File: config.mk
export PLATFORM = sky130hd
export DESIGN_NAME = maple_bus_sequencer
export DESIGN_NICKNAME = d
export VERILOG_FILES = /design/src/rtl/maple_pkg.sv /design/src/rtl/maple_down_counter.sv /design/src/rtl/maple_bus_sequencer.sv
export SDC_FILE = /design/constraint.sdc
export NUM_CORES = 1
export LEC_CHECK = 0
export CAP_MARGIN = 10
export CELL_PAD_IN_SITES_DETAIL_PLACEMENT = 2
export CELL_PAD_IN_SITES_GLOBAL_PLACEMENT = 2
export CORE_MARGIN = 2
export CORE_UTILIZATION = 28
export CTS_CLUSTER_DIAMETER = 50
export DETAILED_ROUTE_END_ITERATION = 16
export PLACE_DENSITY_LB_ADDON = 0.05
export SLEW_MARGIN = 15
export SYNTH_ARGS = -nofsm -noshare
export SYNTH_HDL_FRONTEND = slang
export SYNTH_SLANG_ARGS = --single-unit
File: constraint.sdc
create_clock -name aclk -period 6.1 [get_ports aclk]
set_clock_uncertainty 0.15 [all_clocks]
set_input_delay 0.61 -clock aclk [delete_from_list [all_inputs] [get_ports aclk]]
set_output_delay 0.61 -clock aclk [all_outputs]
set_load 0.05 [all_outputs]
File: src/rtl/maple_pkg.sv
// Shared types and constants for the Maple Bus transaction sequencer.
package maple_pkg;

  localparam int C_TIMEOUT_WIDTH_DEF = 20;
  localparam int C_TURN_WIDTH_DEF    = 8;
  localparam int C_TX_GUARD_DEF      = 16;
  localparam int TXN_W               = 16;

  typedef enum logic [2:0] {
    IDLE,
    TX_START,
    TX_ACTIVE,
    TURNAROUND,
    RX_WAIT,
    RX_ACTIVE,
    DONE
  } state_t;

  localparam logic [2:0] ST_NONE     = 3'd0;
  localparam logic [2:0] ST_OK       = 3'd1;
  localparam logic [2:0] ST_TIMEOUT  = 3'd2;
  localparam logic [2:0] ST_TX_FAULT = 3'd3;
  localparam logic [2:0] ST_ABORT    = 3'd4;
  localparam logic [2:0] ST_REJECT   = 3'd5;

endpackage

File: src/rtl/maple_down_counter.sv
// Loadable down counter that stops at zero; load wins over decrement.
module maple_down_counter #(
  parameter int W = 8
) (
  input  logic         clk,
  input  logic         rst_n,
  input  logic         load,
  input  logic [W-1:0] load_val,
  input  logic         dec,
  output logic         zero
);

  logic [W-1:0] count;

  always_ff @(posedge clk or negedge rst_n) begin
    if (!rst_n) begin
      count <= '0;
    end else if (load) begin
      count <= load_val;
    end else if (dec && !zero) begin
      count <= count - W'(1);
    end
  end

  assign zero = (count == '0);

endmodule

File: src/rtl/maple_bus_sequencer.sv
// Runs one Maple Bus transaction per start: TX, bus turnaround, RX with timeout.
// All outputs are registered from the next state, so they track the state register.
module maple_bus_sequencer
  import maple_pkg::*;
#(
  parameter int C_TIMEOUT_WIDTH = C_TIMEOUT_WIDTH_DEF,
  parameter int C_TURN_WIDTH    = C_TURN_WIDTH_DEF,
  parameter int C_TX_GUARD      = C_TX_GUARD_DEF
) (
  input  logic                       aclk,
  input  logic                       aresetn,
  input  logic                       start,
  input  logic                       abort,
  input  logic                       tx_pkt_ready,
  input  logic                       transmitting,
  input  logic                       receiving,
  input  logic [C_TURN_WIDTH-1:0]    turnaround_cycles,
  input  logic [C_TIMEOUT_WIDTH-1:0] rx_timeout_cycles,
  output logic                       tx_enable,
  output logic                       rx_enable,
  output logic                       drive_en,
  output logic                       busy,
  output logic                       done,
  output logic [2:0]                 status,
  output logic [TXN_W-1:0]           txn_count
);

  localparam int GW = $clog2(C_TX_GUARD) + 1;
  localparam int CW = (C_TURN_WIDTH > GW) ? C_TURN_WIDTH : GW;
  localparam logic [CW-1:0] GUARD_LOAD = CW'(C_TX_GUARD - 1);

  state_t                     state, next_state;
  logic [C_TURN_WIDTH-1:0]    turn_q, turn_len;
  logic [C_TIMEOUT_WIDTH-1:0] tmo_q;
  logic [2:0]                 status_nxt;
  logic                       txn_ok;
  logic [TXN_W-1:0]           txn_inc;
  logic                       accept, reject;
  logic                       tx_nxt, rx_nxt, drive_nxt, busy_nxt, done_nxt;
  logic                       ph_load, ph_dec, ph_zero;
  logic [CW-1:0]              ph_load_val;
  logic                       tm_load, tm_dec, tm_zero;

  assign accept  = (state == IDLE) && start && tx_pkt_ready;
  assign reject  = (state == IDLE) && start && !tx_pkt_ready;
  assign txn_inc = txn_count + TXN_W'(1);

  // A zero turnaround still releases the bus for one cycle.
  assign turn_len    = (turn_q == '0) ? C_TURN_WIDTH'(1) : turn_q;
  assign ph_load     = (next_state != state) &&
                       ((next_state == TX_START) || (next_state == TURNAROUND));
  assign ph_load_val = (next_state == TX_START) ? GUARD_LOAD
                                                : CW'(turn_len - C_TURN_WIDTH'(1));
  assign ph_dec      = (state == TX_START) || (state == TURNAROUND);
  assign tm_load     = (next_state == RX_WAIT) && (state != RX_WAIT);
  assign tm_dec      = (state == RX_WAIT);

  maple_down_counter #(.W(CW)) u_phase_cnt (
    .clk      (aclk),
    .rst_n    (aresetn),
    .load     (ph_load),
    .load_val (ph_load_val),
    .dec      (ph_dec),
    .zero     (ph_zero)
  );

  maple_down_counter #(.W(C_TIMEOUT_WIDTH)) u_timeout_cnt (
    .clk      (aclk),
    .rst_n    (aresetn),
    .load     (tm_load),
    .load_val (tmo_q - C_TIMEOUT_WIDTH'(1)),
    .dec      (tm_dec),
    .zero     (tm_zero)
  );

  always_ff @(posedge aclk or negedge aresetn) begin
    if (!aresetn) begin
      state     <= IDLE;
      tx_enable <= 1'b0;
      rx_enable <= 1'b0;
      drive_en  <= 1'b1;
      busy      <= 1'b0;
      done      <= 1'b0;
      status    <= ST_NONE;
      txn_count <= '0;
      turn_q    <= '0;
      tmo_q     <= '0;
    end else begin
      state     <= next_state;
      tx_enable <= tx_nxt;
      rx_enable <= rx_nxt;
      drive_en  <= drive_nxt;
      busy      <= busy_nxt;
      done      <= done_nxt;
      status    <= status_nxt;
      if (txn_ok) txn_count <= txn_inc;
      if (accept) begin
        turn_q <= turnaround_cycles;
        tmo_q  <= rx_timeout_cycles;
      end
    end
  end

  always_comb begin
    next_state = state;
    status_nxt = status;
    txn_ok     = 1'b0;
    if ((state != IDLE) && abort) begin
      next_state = DONE;
      status_nxt = ST_ABORT;
    end else begin
      case (state)
        IDLE: begin
          if (accept) next_state = TX_START;
          else if (reject) status_nxt = ST_REJECT;
        end
        TX_START: begin
          if (transmitting) begin
            next_state = TX_ACTIVE;
          end else if (ph_zero) begin
            next_state = DONE;
            status_nxt = ST_TX_FAULT;
          end
        end
        TX_ACTIVE:  if (!transmitting) next_state = TURNAROUND;
        TURNAROUND: if (ph_zero) next_state = RX_WAIT;
        RX_WAIT: begin
          // A response arriving on the expiry cycle takes precedence.
          if (receiving) begin
            next_state = RX_ACTIVE;
          end else if ((tmo_q != '0) && tm_zero) begin
            next_state = DONE;
            status_nxt = ST_TIMEOUT;
          end
        end
        RX_ACTIVE: begin
          if (!receiving) begin
            next_state = DONE;
            status_nxt = ST_OK;
            txn_ok     = 1'b1;
          end
        end
        DONE:    next_state = IDLE;
        default: next_state = IDLE;
      endcase
    end
  end

  always_comb begin
    tx_nxt    = (next_state == TX_START) || (next_state == TX_ACTIVE);
    rx_nxt    = (next_state == RX_WAIT) || (next_state == RX_ACTIVE);
    drive_nxt = !((next_state == TURNAROUND) || rx_nxt);
    busy_nxt  = (next_state != IDLE);
    done_nxt  = (next_state == DONE) || reject;
  end

endmodule

# Word-level counts from Yosys, hierarchy flattened
# Index checks and enable logic that the tools add are counted.
[totals] latch_bits=0 reg_bits=83 ramBits=0 mem_count=0 elab_cells=95 romBits=0
[op_classes] addsub=5 n_mul=0 shift=0 div_mod_pow=0 n_eq_ne=20 n_reduce_logical=30 bitwise_logic=0 n_mux=28 magnitude_cmp=0
[op_table] cell="3-bit two-way mux" n=17
[op_table] cell="20-bit two-way mux" n=2
[op_table] cell="20-bit by 1-bit subtractor with 20-bit output (second input constant)" n=2
[op_table] cell="8-bit two-way mux" n=4
[op_table] cell="20-bit logical NOT" n=1
[op_table] cell="20-bit nonzero test" n=1
[op_table] cell="3-bit one-hot mux with 6 select lines" n=1
[op_table] cell="16-bit by 1-bit adder with 16-bit output (second input constant)" n=1
[op_table] cell="8-bit logical NOT" n=2
[op_table] cell="8-bit by 1-bit subtractor with 8-bit output (second input constant)" n=2
[op_table] cell="3-bit equality test (second input constant)" n=5
[op_table] cell="3-bit by 2-bit equality test with 1-bit output (second input constant)" n=4
[op_table] cell="3-bit inequality test (second input constant)" n=4
[op_table] cell="3-bit one-hot mux with 4 select lines" n=1
[op_table] cell="1-bit logical AND" n=9
[op_table] cell="3-bit by 2-bit inequality test with 1-bit output (second input constant)" n=3
[op_table] cell="8-bit AND reduction" n=1
[op_table] cell="3-bit by 1-bit equality test with 1-bit output (second input constant)" n=2
[op_table] cell="1-bit logical OR" n=6
[op_table] cell="3-bit nonzero test" n=2
[op_table] cell="5-bit nonzero test" n=1
[op_table] cell="1-bit logical NOT" n=4
[op_table] cell="2-bit nonzero test" n=2
[op_table] cell="3-bit logical NOT" n=1
[op_table] cell="other kinds (3)" n=5

# Logic depth before layout (Yosys ltp)
# Gate-level depths: netlist of the first run.
[depth] ltp_word=10 ltp_mapped=15

# Hierarchy
# Synthesis of the first run repeated with hierarchy kept, for this count alone.
[unflattened] cells_unflattened=476 area_unflattened_um2=4743.3
[modules_own_cells] module="maple_bus_sequencer" cells_per_inst=286 area_each_um2=2970.3 seq_area_each_um2=1377.6 instances=1
[modules_own_cells] module="maple_down_counter (u_timeout_cnt)" cells_per_inst=132 area_each_um2=1244.9 seq_area_each_um2=500.5 instances=1
[modules_own_cells] module="maple_down_counter (u_phase_cnt)" cells_per_inst=58 area_each_um2=528.0 seq_area_each_um2=200.2 instances=1

# Least setup slack after synthesis of the first run
# OpenSTA, ideal clock, no wires.
[synth_path] path_type="reg-to-reg" startpoint="register u_phase_cnt.count[0]" endpoint="register u_timeout_cnt.count[10]" period_less_slack_ps=4273 required_time_ps=5815 arrival_time_ps=3987 setup_time_ps=135 setup_slack_ps=1827 stages_incl_launch_ff=15 path_buffers=1 cell_sequence="dfrtp_1 -> inv_1 -> ha_1 -> or3b_2 -> o311ai_4 -> nor2_2 -> nor3_1 -> clkbuf_1 -> mux2i_1 -> ha_1 -> or4b_2 -> or2_2 -> or3_1 -> xor2_1 -> mux2i_1"
[synth_via] elab_chain_cells=8 elab_cells_between_ends=10 cone_classes="1 x eq/ne; 6 x mux; 3 x reduce/logical"
[synth_lines] item="start, declared" line="maple_down_counter.sv:13" text="logic [W-1:0] count;"
[synth_lines] item="start signal, assigned" line="maple_down_counter.sv:19" text="count <= load_val;"
[synth_lines] item="start signal, assigned" line="maple_down_counter.sv:21" text="count <= count - W'(1);"
[synth_lines] item="8-bit logical NOT *" line="maple_down_counter.sv:25" text="assign zero = (count == '0);"
[synth_lines] item="3-bit two-way mux" line="maple_bus_sequencer.sv:120" text="end else if (ph_zero) begin"
[synth_lines] item="3-bit two-way mux" line="maple_bus_sequencer.sv:118" text="if (transmitting) begin"
[synth_lines] item="3-bit one-hot mux with 6 select lines *" line="maple_bus_sequencer.sv:112" text="case (state)"
[synth_lines] item="3-bit two-way mux *" line="maple_bus_sequencer.sv:108" text="if ((state != IDLE) && abort) begin"
[synth_lines] item="3-bit equality test *" line="maple_bus_sequencer.sv:55" text="assign tm_load = (next_state == RX_WAIT) && (state != RX_WAIT);"
[synth_lines] item="1-bit logical AND *" line="maple_bus_sequencer.sv:55"
[synth_lines] item="20-bit two-way mux or 2-bit nonzero test (tied branches)"
[synth_lines] item="end signal, assigned" line="maple_down_counter.sv:19"
[synth_lines] item="end signal, assigned" line="maple_down_counter.sv:21"
[synth_lines] item="end, declared" line="maple_down_counter.sv:13"
# Mark *: on every way between the ends. The rest lies on a longest branch, timed or not.
# A chain may end at the register's enable or synchronous reset.

# Worst setup path in the final report of the first run
# Same ends and word-level chain as after synthesis.

==> results.md, run 1 <==
- Reg2reg path depth: 14
- TritonCTS clock tree: yes
- Unrepaired setup endpoints after global routing: false
- Post-CTS Setup Bufs: 0
- Slew @ Worst Pin: 0.7114 ns
- Layout area overhead: 24.44%
- LEAKAGE: 2.191 nW
- Final setup viols: 0
- Fin crit share: 0.7556
- H-tree depth: 3
- Hold crit path type: input pin to asynchronous set/reset pin
- Root buffer cell: clkbuf_16
- Setup TNS: 0 ns
- CTS resizes: 0
- Crit path arrival time: 4.72 ns
- Global-route wire length before repair: 21.42 mm
- # port buffers: 58
- Fmax: between 0.2 and 0.25 GHz
- Max-Cap Viols: 0
- Clock transition at path regs: 0.07 ns
- Final #Nets: 531
- Tmin final: 4.609 ns
- Hold buffers post-CTS: 0
- Async SR Flop Fraction: 1.000
- Grt ovf: 0
- Placed cells: ~700
- Area of the die: 0.01709 sq mm
- Dpl hpwl: 9.309 mm
- Crit Path Max Fanout: 30
- Routed vias: 3,504
- Diodes inserted: 0
- Final-report max-slew violation count: 0
- Ys flop type: dfrtp_1
- PwrDens: around 440 mW/mm^2
- CP Launch Type: flip-flop
- Status: finished clean
- #FFs+latches synth: slightly above 80
- Area contributors post-synth: dfrtp_1 46%, mux2_2 7.3%, xnor2_1 7.2%
- Average vias per placed instance: 4.914
- Drc violations: 0
- Initial drt markers: 93
- Share of cells above drive strength 1: 0.1288
- Gpl congestion: 0.7541
- Largest net degree at the start of global routing: 48
- Internal reg-to-reg setup slack: 1.49 ns
- Cell count after synthesis: 435
- Initial antenna violation count: 0
- Filler cells: approximately 1,700
- Crit path kind: flip-flop to flip-flop
- Placeable core area: roughly 0.016 sq mm
- Synth area leader: dfrtp_1
- Crit-path max cell delay: 0.68 ns
- Distinct cells, synth: between 60 and 70
- Std cell rows: 46
- Top-level port count: 59
- Critical path required time: 6.21 ns
- Cell Chain, Critical Path: inv_1, ha_1, or3b_2, nor2_1, a21oi_1, nor3_2, buf_4, mux2i_1, ha_1, or4b_2, or2_2, or3_1, xor2_1, mux2i_1
- EDFF count, synth: 0
- Initial core utilization: 0.2851
- Gr usage total: 0.1625
- Seq/Total Area, Yosys: 0.4623
- Die height: 130.7 um
- Cell family contributing the most delay on the critical path: simple AND/OR/NAND/NOR gates
- Final core occ: 0.3547
- Worst-skew pair later-pin latency: approximately 0.35 ns
- Most common cell in the synthesized netlist: dfrtp_1
- CTS Buf Count: 9
- Maximum clock insertion buffer count: 2
- Final hold violations: 0
- Routed Antenna Nets: 0
- Critical Path End Type: flip-flop
- Syn Area/Cell: slightly above 10 sq um
- Slew HR: 0.5191
- Clock Sink Count: between 80 and 90
- YS warnings: 0
- Area share of the largest cell type after synthesis: 0.4564
- VDD IR max: around 0.16 mV
- First-pass iteration count of the detailed router: 4
- Chip width: between 100 and 150 um
- Vias in the first global route: 3,984
- CP endpoint: u_timeout_cnt.count[10]$_DFFE_PN0P_
- Worst path slowest cell: or4b_2
- R2R Path End: u_timeout_cnt.count[10]$_DFFE_PN0P_
- Multi-input gate area: approximately 0.0023 sq mm
- Top cells by count, synth: 82 x dfrtp_1, 37 x xnor2_1, 34 x nor2_1
- Final wirelength: 12.73 mm
- Routed length per instance: 17.86 um
- Register area: 0.002078 sq mm
- FF-to-FF Start: u_phase_cnt.count[0]$_DFFE_PN0P_
- Cell area after synthesis: 0.004496 sq mm
- Critical path depth: 14
- Final Non-Filler Cells: 713
- Net Count, Synth: 474
- CP bufs+invs: 2
- CP startpoint: u_phase_cnt.count[0]$_DFFE_PN0P_
## state kept, by name, indices dropped and copies added, names as in the netlist, 3 cells and up
name,count
state,3
txn_count,16
status,3
u_phase_cnt.count,8
u_timeout_cnt.count,20
tmo_q,20
turn_q,8
## worst min-delay path by stage
stage | to | slack [ns] | cells after the start
6_report | u_timeout_cnt.count[11]$_DFFE_PN0P_ | 0.09 | 1
5_1_grt | u_timeout_cnt.count[11]$_DFFE_PN0P_ | 0.12 | 1
4_1_cts | u_timeout_cnt.count[11]$_DFFE_PN0P_ | 0.11 | 1
3_5_place_dp | status[0]$_DFFE_PN0P_ | 0.33 | 1
3_3_place_gp | txn_count[15]$_DFFE_PN0P_ | 0.31 | 1
2_1_floorplan | busy$_DFF_PN0_ | 0.16 | 0
## cells in the final DEF, fill, tap and decap left out, types with 3 or more instances in the layout
| master | netlist | layout |
|---|---|---|
| and2_1 | 3 | 3 |
| nor3_1 | 22 | 21 |
| o211ai_1 | 4 | 4 |
| a22oi_1 | 3 | 3 |
| ha_1 | 4 | 4 |
| nor2_1 | 34 | 34 |
| a31oi_1 | 5 | 5 |
| inv_1 | 12 | 12 |
| nor2b_1 | 5 | 5 |
| nand3b_1 | 3 | 3 |
| nor3b_1 | 4 | 4 |
| nand3_1 | 9 | 9 |
| buf_4 | 0 | 4 |
| mux2i_1 | 6 | 6 |
| nand4_1 | 6 | 6 |
| dfrtp_1 | 82 | 82 |
| or4_1 | 9 | 9 |
| clkdlybuf4s50_1 | 0 | 57 |
| a221oi_1 | 3 | 3 |
| or3_1 | 11 | 11 |
| nor4_1 | 12 | 12 |
| xnor2_1 | 37 | 37 |
| o21ai_0 | 14 | 14 |
| mux2_2 | 29 | 29 |
| xor2_1 | 18 | 18 |
| nand2_1 | 30 | 30 |
| nand2b_1 | 3 | 3 |
| a21oi_1 | 11 | 11 |
| clkbuf_16 | 0 | 9 |
| clkinv_4 | 0 | 3 |
## per-layer routing
layer / GRT usage / up-vias / wire length [um]
li1: - / 1687 / -
met1: 0.2167 / 1769 / 6111
met2: 0.2669 / 35 / 6162
met3: 0.03339 / 13 / 313
met4: 0.04944 / 0 / 145
met5: 0 / - / 0
## cell families (layout without fill, tap and decap cells)
group / Yosys count / count (layout) / synth area share
fa+ha+maj: 4 / 4 / 0.01113
xor+xnor: 55 / 55 / 0.1072
flops: 83 / 83 / 0.4623
mux: 36 / 36 / 0.08934
buf+inv: 27 / 89 / 0.02616
simple gates: 163 / 163 / 0.1915
compound gates: 67 / 67 / 0.1124
## cell type report
| class | instances | area share |
|---|---|---|
| Tap cell | 216 | 0.04831 |
| Clock inverter | 6 | 0.01185 |
| Timing Repair Buffer | 61 | 0.1074 |
| Sequential cell | 83 | 0.3715 |
| Inverter | 12 | 0.008052 |
| Multi-Input combinational cell | 325 | 0.4120 |
| Clock buffer | 10 | 0.04093 |
## report_power, final
part,leakage [nW],switching (mW),internal [mW]
clock,0.146,0.239,0.318
sequential,1.03,0.261,0.751
combinational,1.01,0.478,0.416
total,2.19,0.978,1.49
## stage by stage
step	total power [mW]	setup WS [ns]	instance area [sq um]	hold slack, ns
floorplan	1.622	1.827	4496	0.1644
global placement	1.902	1.501	5299	0.3111
detailed placement	1.927	1.382	5299	0.3313
CTS	2.505	1.422	5594	0.1091
global route	2.656	1.123	5594	0.1190
finish	2.463	1.491	5594	0.08950
(Power assumes the default switching activity.)
==> run 2: changes to the inputs <==
- clock period: 6.1 -> 4.2 ns (I/O delays scaled with it)
==> results.md, run 2 (synthesis results as in run 1) <==
- Worst-skew pair later-pin latency: 0.35 ns (about the same)
- VDD IR max: 0.2153 mV (+35%)
- Root buffer cell: clkbuf_16
- Crit path arrival time: 4.07 ns (-0.65 ns)
- Initial drt markers: 110 (+18%)
- Most common cell after layout, fill and taps aside: dfrtp_1
- Chip width: 130.7 um (unchanged)
- Final #Nets: 545 (+2.6%)
- Clock Sink Count: 83 (unchanged)
- Clock transition at path regs: 0.07 ns (about the same)
- Crit Path Max Fanout: 7 (-77%)
- Placeable core area: 0.01577 sq mm (unchanged)
- Filler cells: 1,736 (-0.40%)
- Std cell rows: 46 (unchanged)
- Crit-path max cell delay: 0.62 ns (-0.06 ns)
- Layout area overhead: 28.28%
- Routed vias: 3,610 (+3.0%)
- Initial core utilization: 0.2851 (unchanged)
- H-tree depth: 3 (unchanged)
- First-pass iteration count of the detailed router: 4 (unchanged)
- FF-to-FF Start: u_phase_cnt.count[3]$_DFFE_PN0P_
- Cell mode on critical path: mux2i_1
- Register area: 0.002078 sq mm (unchanged)
- Routed length per instance: 18.17 um (+1.7%)
- TritonCTS clock tree: yes
- Area of the die: 0.01709 sq mm (unchanged)
- Reg2reg path depth: 11 (-3)
- Share of cells above drive strength 1: 0.1566 (+0.02778)
- Hold buffers post-CTS: 0 (unchanged)
- PwrDens: 655.9 mW/mm^2 (+49%)
- Critical Path End Type: flip-flop
- Slew @ Worst Pin: 0.7547 ns (+0.04331 ns)
- Multi-input gate area: 0.002316 sq mm (+0.49%)
- Commonest cells after routing, fill and taps aside: 82 x dfrtp_1, 57 x clkdlybuf4s50_1, 37 x xnor2_1, 34 x nor2_1, 30 x nand2_1
- Crit path kind: flip-flop to flip-flop
- Final setup viols: 0 (unchanged)
- Largest net degree at the start of global routing: 58 (+21%)
- Grt ovf: 0 (unchanged)
- Setup TNS: 0 ns (unchanged)
- Fmax: 0.2529 GHz (+17%)
- Average vias per placed instance: 4.966 (+1.0%)
- Gpl congestion: 0.7641 (+1.3%)
- Gr usage total: 0.1687 (+0.006148)
- Dpl hpwl: 9.696 mm (+4.2%)
- Drc violations: 0 (unchanged)
- R2R Path End: u_timeout_cnt.count[10]$_DFFE_PN0P_
- LEAKAGE: 2.292 nW (+4.6%)
- # port buffers: 58 (unchanged)
- Largest registers: tmo_q (20), u_timeout_cnt.count (20), txn_count (16)
- Critical path required time: 4.31 ns (-1.90 ns)
- Final-report max-slew violation count: 0 (unchanged)
- Top-level port count: 59 (unchanged)
- Fin crit share: 0.9416 (+0.1860)
- Worst path slowest cell: or4b_2
- Initial antenna violation count: 0 (unchanged)
- Maximum clock insertion buffer count: 2 (unchanged)
- Final core occ: 0.3657 (+0.01095)
- Internal reg-to-reg setup slack: 0.25 ns (-1.25 ns)
- Hold crit path type: input pin to asynchronous set/reset pin
- Global-route wire length before repair: 22.16 mm (+3.4%)
- CP startpoint: u_phase_cnt.count[3]$_DFFE_PN0P_
- CP endpoint: u_timeout_cnt.count[10]$_DFFE_PN0P_
- CTS Buf Count: 9 (unchanged)
- Routed Antenna Nets: 0 (unchanged)
- Die height: 130.7 um (unchanged)
- Unrepaired setup endpoints after global routing: false
- CP Launch Type: flip-flop
- Slew HR: 0.4898 (-0.02928)
- Max-Cap Viols: 0 (unchanged)
- Vias in the first global route: 4,095 (+2.8%)
- Status: finished clean
- Diodes inserted: 0 (unchanged)
- Final hold violations: 0 (unchanged)
- Cell Chain, Critical Path: or4_4, o311ai_4, nor2_2, nor3_4, mux2i_1, ha_1, or4b_2, or2_2, or3_1, xor2_1, mux2i_1
- Final wirelength: 13.21 mm (+3.7%)
- Tmin final: 3.955 ns (-0.6546 ns)
run 2: cell count changes in the layout (fill, tap and decap cells not counted):
cell       previous run  this run
buf_4                 4        18
bufinv_16             1         3
clkbuf_1              1         0
clkbuf_8              0         1
clkinv_2              2         1
clkinv_4              3         2
ha_1                  4         3
ha_2                  0         1
nor3_2                2         1
nor3_4                0         1
or3b_2                1         0
or3b_4                0         1
run 2: worst min-delay path by stage:
stage	endpoint	depth (start not counted)	slack, ns
after CTS	tmo_q[7]$_DFFE_PN0P_	1	0.03
after global routing	u_timeout_cnt.count[4]$_DFFE_PN0P_	1	0.05
final	tmo_q[7]$_DFFE_PN0P_	1	0.0004
after floorplan	busy$_DFF_PN0_	0	-0.03
after global placement	txn_count[15]$_DFFE_PN0P_	1	0.31
after detailed placement	status[0]$_DFFE_PN0P_	1	0.34
run 2: power by group:
| group | leakage [nW] | internal, mW | total [mW] | switching (mW) |
|---|---|---|---|---|
| Clock | 0.173 | 0.599 | 0.953 | 0.354 |
| Combinational | 1.09 | 0.643 | 1.38 | 0.739 |
| Sequential | 1.03 | 1.09 | 1.45 | 0.356 |
| Total | 2.29 | 2.33 | 3.78 | 1.45 |
run 2: worst max-delay path: cells and delay by family, from the launching register on:
kind | cells | cell delay, ns
fa+ha+maj | 1 | 0.18
flops | 1 | 0.46
xor+xnor | 1 | 0.15
compound gates | 1 | 0.33
simple gates | 6 | 2.24
mux | 2 | 0.36
run 2: metal layers:
metal	GRT usage	vias to the layer above	share of wire
met4	0.04318	0	0.010
met1	0.2136	1853	0.45
met5	0	-	0
li1	-	1718	-
met3	0.03176	10	0.021
met2	0.2969	29	0.51
run 2: cell type report:
cell class,count,share of cell area
flip-flops and latches,83,0.3604
well taps,216,0.04686
clock buffers,10,0.04144
clock inverters,6,0.01953
multi-input cells,325,0.4016
inverters,12,0.007811
repair buffers,75,0.1224
run 2: per-stage QoR:
stage	instance area (sq um)	std cells	hold slack [ns]	power (mW)	setup WS, ns
2_1_floorplan	4497	435	-0.02559	2.356	0.02605
5_1_grt	5767	727	0.05301	4.071	0.007845
6_report	5767	727	0.0004312	3.782	0.2453
3_5_place_dp	5396	710	0.3352	2.856	0.005521
4_1_cts	5754	726	0.03335	3.846	0.07030
3_3_place_gp	5396	710	0.3123	2.807	0.1379
run 2: repair_timing:
item                       CTS  global route
resized for setup            1             2
setup buffers                0             1
hold endpoints to repair     0             0
pin swaps                    0             1
setup endpoints to repair    1             4
==> run 3: changes to the inputs <==
- CTS_BUF_LIST: not set -> sky130_fd_sc_hd__clkbuf_2 sky130_fd_sc_hd__clkbuf_4 sky130_fd_sc_hd__clkbuf_8
==> results.md, run 3 (synthesis results as in run 1) <==
- Global-route wire length before repair: 22.08 mm (-0.34%)
- Grt ovf: 0 (unchanged)
- Area after DPL: 0.005396 sq mm (unchanged)
- Maximum clock insertion buffer count: 2 (unchanged)
- Tmin final: 3.957 ns (+0.002137 ns)
- Clock network power share: 0.209 (-0.043)
- Initial drt markers: 103 (-6.4%)
- Worst-skew pair later-pin latency: 0.39 ns (+0.04 ns)
- Crit Path Max Fanout: 7 (unchanged)
- Clock transition at path regs: 0.09 ns (+0.02 ns)
- Largest net degree at the start of global routing: 58 (unchanged)
- First-pass iteration count of the detailed router: 4 (unchanged)
- Initial antenna violation count: 0 (unchanged)
- Most common cell after layout, fill and taps aside: dfrtp_1
- CP Launch Type: flip-flop
- Critical path required time: 4.36 ns (+0.05 ns)
- Initial core utilization: 0.2851 (unchanged)
- Slew HR: 0.4862 (-0.003543)
- Die height: 130.7 um (unchanged)
- Status: finished clean
- Commonest cells after routing, fill and taps aside: 82 x dfrtp_1, 57 x clkdlybuf4s50_1, 37 x xnor2_1, 34 x nor2_1, 30 x nand2_1
- Slew @ Worst Pin: 0.7707 ns (+0.01595 ns)
- Total Power: 3.569 mW (-5.6%)
- Combinational Power Share: 0.387 (+0.022)
- Unrepaired setup endpoints after global routing: false
- Psw: 1.423 mW (-1.8%)
- CTS Buf Count: 9 (unchanged)
- Place WS: 0.005521 ns (unchanged)
- Max-Cap Viols: 0 (unchanged)
- Critical Path End Type: flip-flop
- Final-report max-slew violation count: 0 (unchanged)
- Routed Antenna Nets: 0 (unchanged)
- Std cell rows: 46 (unchanged)
- Routed vias: 3,614 (+0.11%)
- Hold crit path type: flip-flop to flip-flop
- Gr usage total: 0.1696 (+0.0009803)
- Layout area overhead: 26.25%
- Area of the die: 0.01709 sq mm (unchanged)
- Placeable core area: 0.01577 sq mm (unchanged)
- Dpl hpwl: 9.696 mm (unchanged)
- LEAKAGE: 2.250 nW (-1.8%)
- Crit path arrival time: 4.11 ns (+0.04 ns)
- Fin crit share: 0.9421 (about the same)
- Chip width: 130.7 um (unchanged)
- Clock Sink Count: 83 (unchanged)
- Setup TNS: 0 ns (unchanged)
- Share of cells above drive strength 1: 0.1563 (-0.0003058)
- Diodes inserted: 0 (unchanged)
- Final hold violations: 0 (unchanged)
- Vias in the first global route: 4,101 (+0.15%)
- Worst setup margin: 0.2431 ns (-0.002137 ns)
- Root buffer cell: clkbuf_8
- Reg power frac: 0.404 (+0.021)
- # port buffers: 58 (unchanged)
- Average vias per placed instance: 4.964 (about the same)
- Gpl congestion: 0.7641 (unchanged)
- Fmax: 0.2527 GHz (about the same)
- Top-level port count: 59 (unchanged)
- Drc violations: 0 (unchanged)
- Routed length per instance: 18.08 um (-0.47%)
- TritonCTS clock tree: yes
- Largest registers: tmo_q (20), u_timeout_cnt.count (20), txn_count (16)
- Final wirelength: 13.16 mm (-0.33%)
- Filler cells: 1,740 (+0.23%)
- VDD IR max: 0.2750 mV (+28%)
- PwrDens: 628.9 mW/mm^2 (-4.1%)
- Final setup viols: 0 (unchanged)
- Final Cell Area: 0.005675 sq mm (-1.6%)
- Crit path kind: flip-flop to flip-flop
- H-tree depth: 3 (unchanged)
- Final #Nets: 546 (+0.18%)
- Switching Fraction: 0.3988 (+0.01569)
- Pint: 2.146 mW (-8.0%)
==> run 3: cell types whose count changed in the layout (fill, tap and decap cells not counted), sizes merged <==
cell	before	now
dlygate4sd3	0	1
==> run 3: worst max-delay path: stages, from the launching register on <==
cell,delay (ns)
dfrtp_1,0.47
or4_4,0.59
o311ai_4,0.33
nor2_2,0.09
nor3_4,0.27
mux2i_1,0.23
ha_1,0.18
or4b_2,0.62
or2_2,0.33
or3_1,0.33
xor2_1,0.15
mux2i_1,0.13
==> run 3: worst paths after layout <==
path / from / end / slack (ns) / depth (start not counted)
min reg2reg: txn_count[15]$_DFFE_PN0P_ / txn_count[15]$_DFFE_PN0P_ / 0.34 / 1
min in group asynchronous: aresetn / tmo_q[7]$_DFFE_PN0P_ / 0.50 / 2
min: txn_count[15]$_DFFE_PN0P_ / txn_count[15]$_DFFE_PN0P_ / 0.34 / 1
max reg2reg: u_phase_cnt.count[3]$_DFFE_PN0P_ / u_timeout_cnt.count[10]$_DFFE_PN0P_ / 0.24 / 11
max in group asynchronous: aresetn / state[2]$_DFF_PN0_ / 2.53 / 3
max: u_phase_cnt.count[3]$_DFFE_PN0P_ / u_timeout_cnt.count[10]$_DFFE_PN0P_ / 0.24 / 11
==> run 3: cell type report <==
cell class	instances	area, sq um	share of cell area
repair buffers	76	715.7	0.1261
multi-input cells	325	2316	0.4081
clock buffers	10	137.6	0.02425
flip-flops and latches	83	2078	0.3662
inverters	12	45.04	0.007937
well taps	216	270.3	0.04762
clock inverters	6	112.6	0.01984
==> run 3: metrics by stage <==
step	util	std cells	hold slack (ns)
finish	0.3599	728	0.3414
global route	0.3599	728	0.3737
CTS	0.3591	727	0.3591
detailed placement	0.3422	710	0.3352
global placement	0.3422	710	0.3123
floorplan	-	435	-0.02559
==> run 3: power groups by stage <==
| stage | clock network, mW | logic (mW) | registers (mW) |
|---|---|---|---|
| after floorplan | 0 | 0.914 | 1.44 |
| after global placement | 0 | 1.36 | 1.45 |
| after detailed placement | 0 | 1.39 | 1.47 |
| after CTS | 0.779 | 1.41 | 1.45 |
| after global routing | 0.812 | 1.54 | 1.51 |
| final | 0.746 | 1.38 | 1.44 |
==> run 3: repair_timing <==
item / CTS / global route
gates resized for setup: 1 / 2
endpoints found under the hold margin: 55 / 0
endpoints found under the setup margin: 1 / 5
hold buffers: 1 / 0
pin swaps: 0 / 1
buffers inserted: 0 / 1
==> run 3: per-layer routing <==
metal / share of wire / global-route usage / vias to the layer above
li1: - / - / 1718
met1: 0.45 / 0.2145 / 1850
met2: 0.51 / 0.2920 / 37
met3: 0.027 / 0.04397 / 9
met4: 0.0090 / 0.03942 / 0
met5: 0 / 0 / -
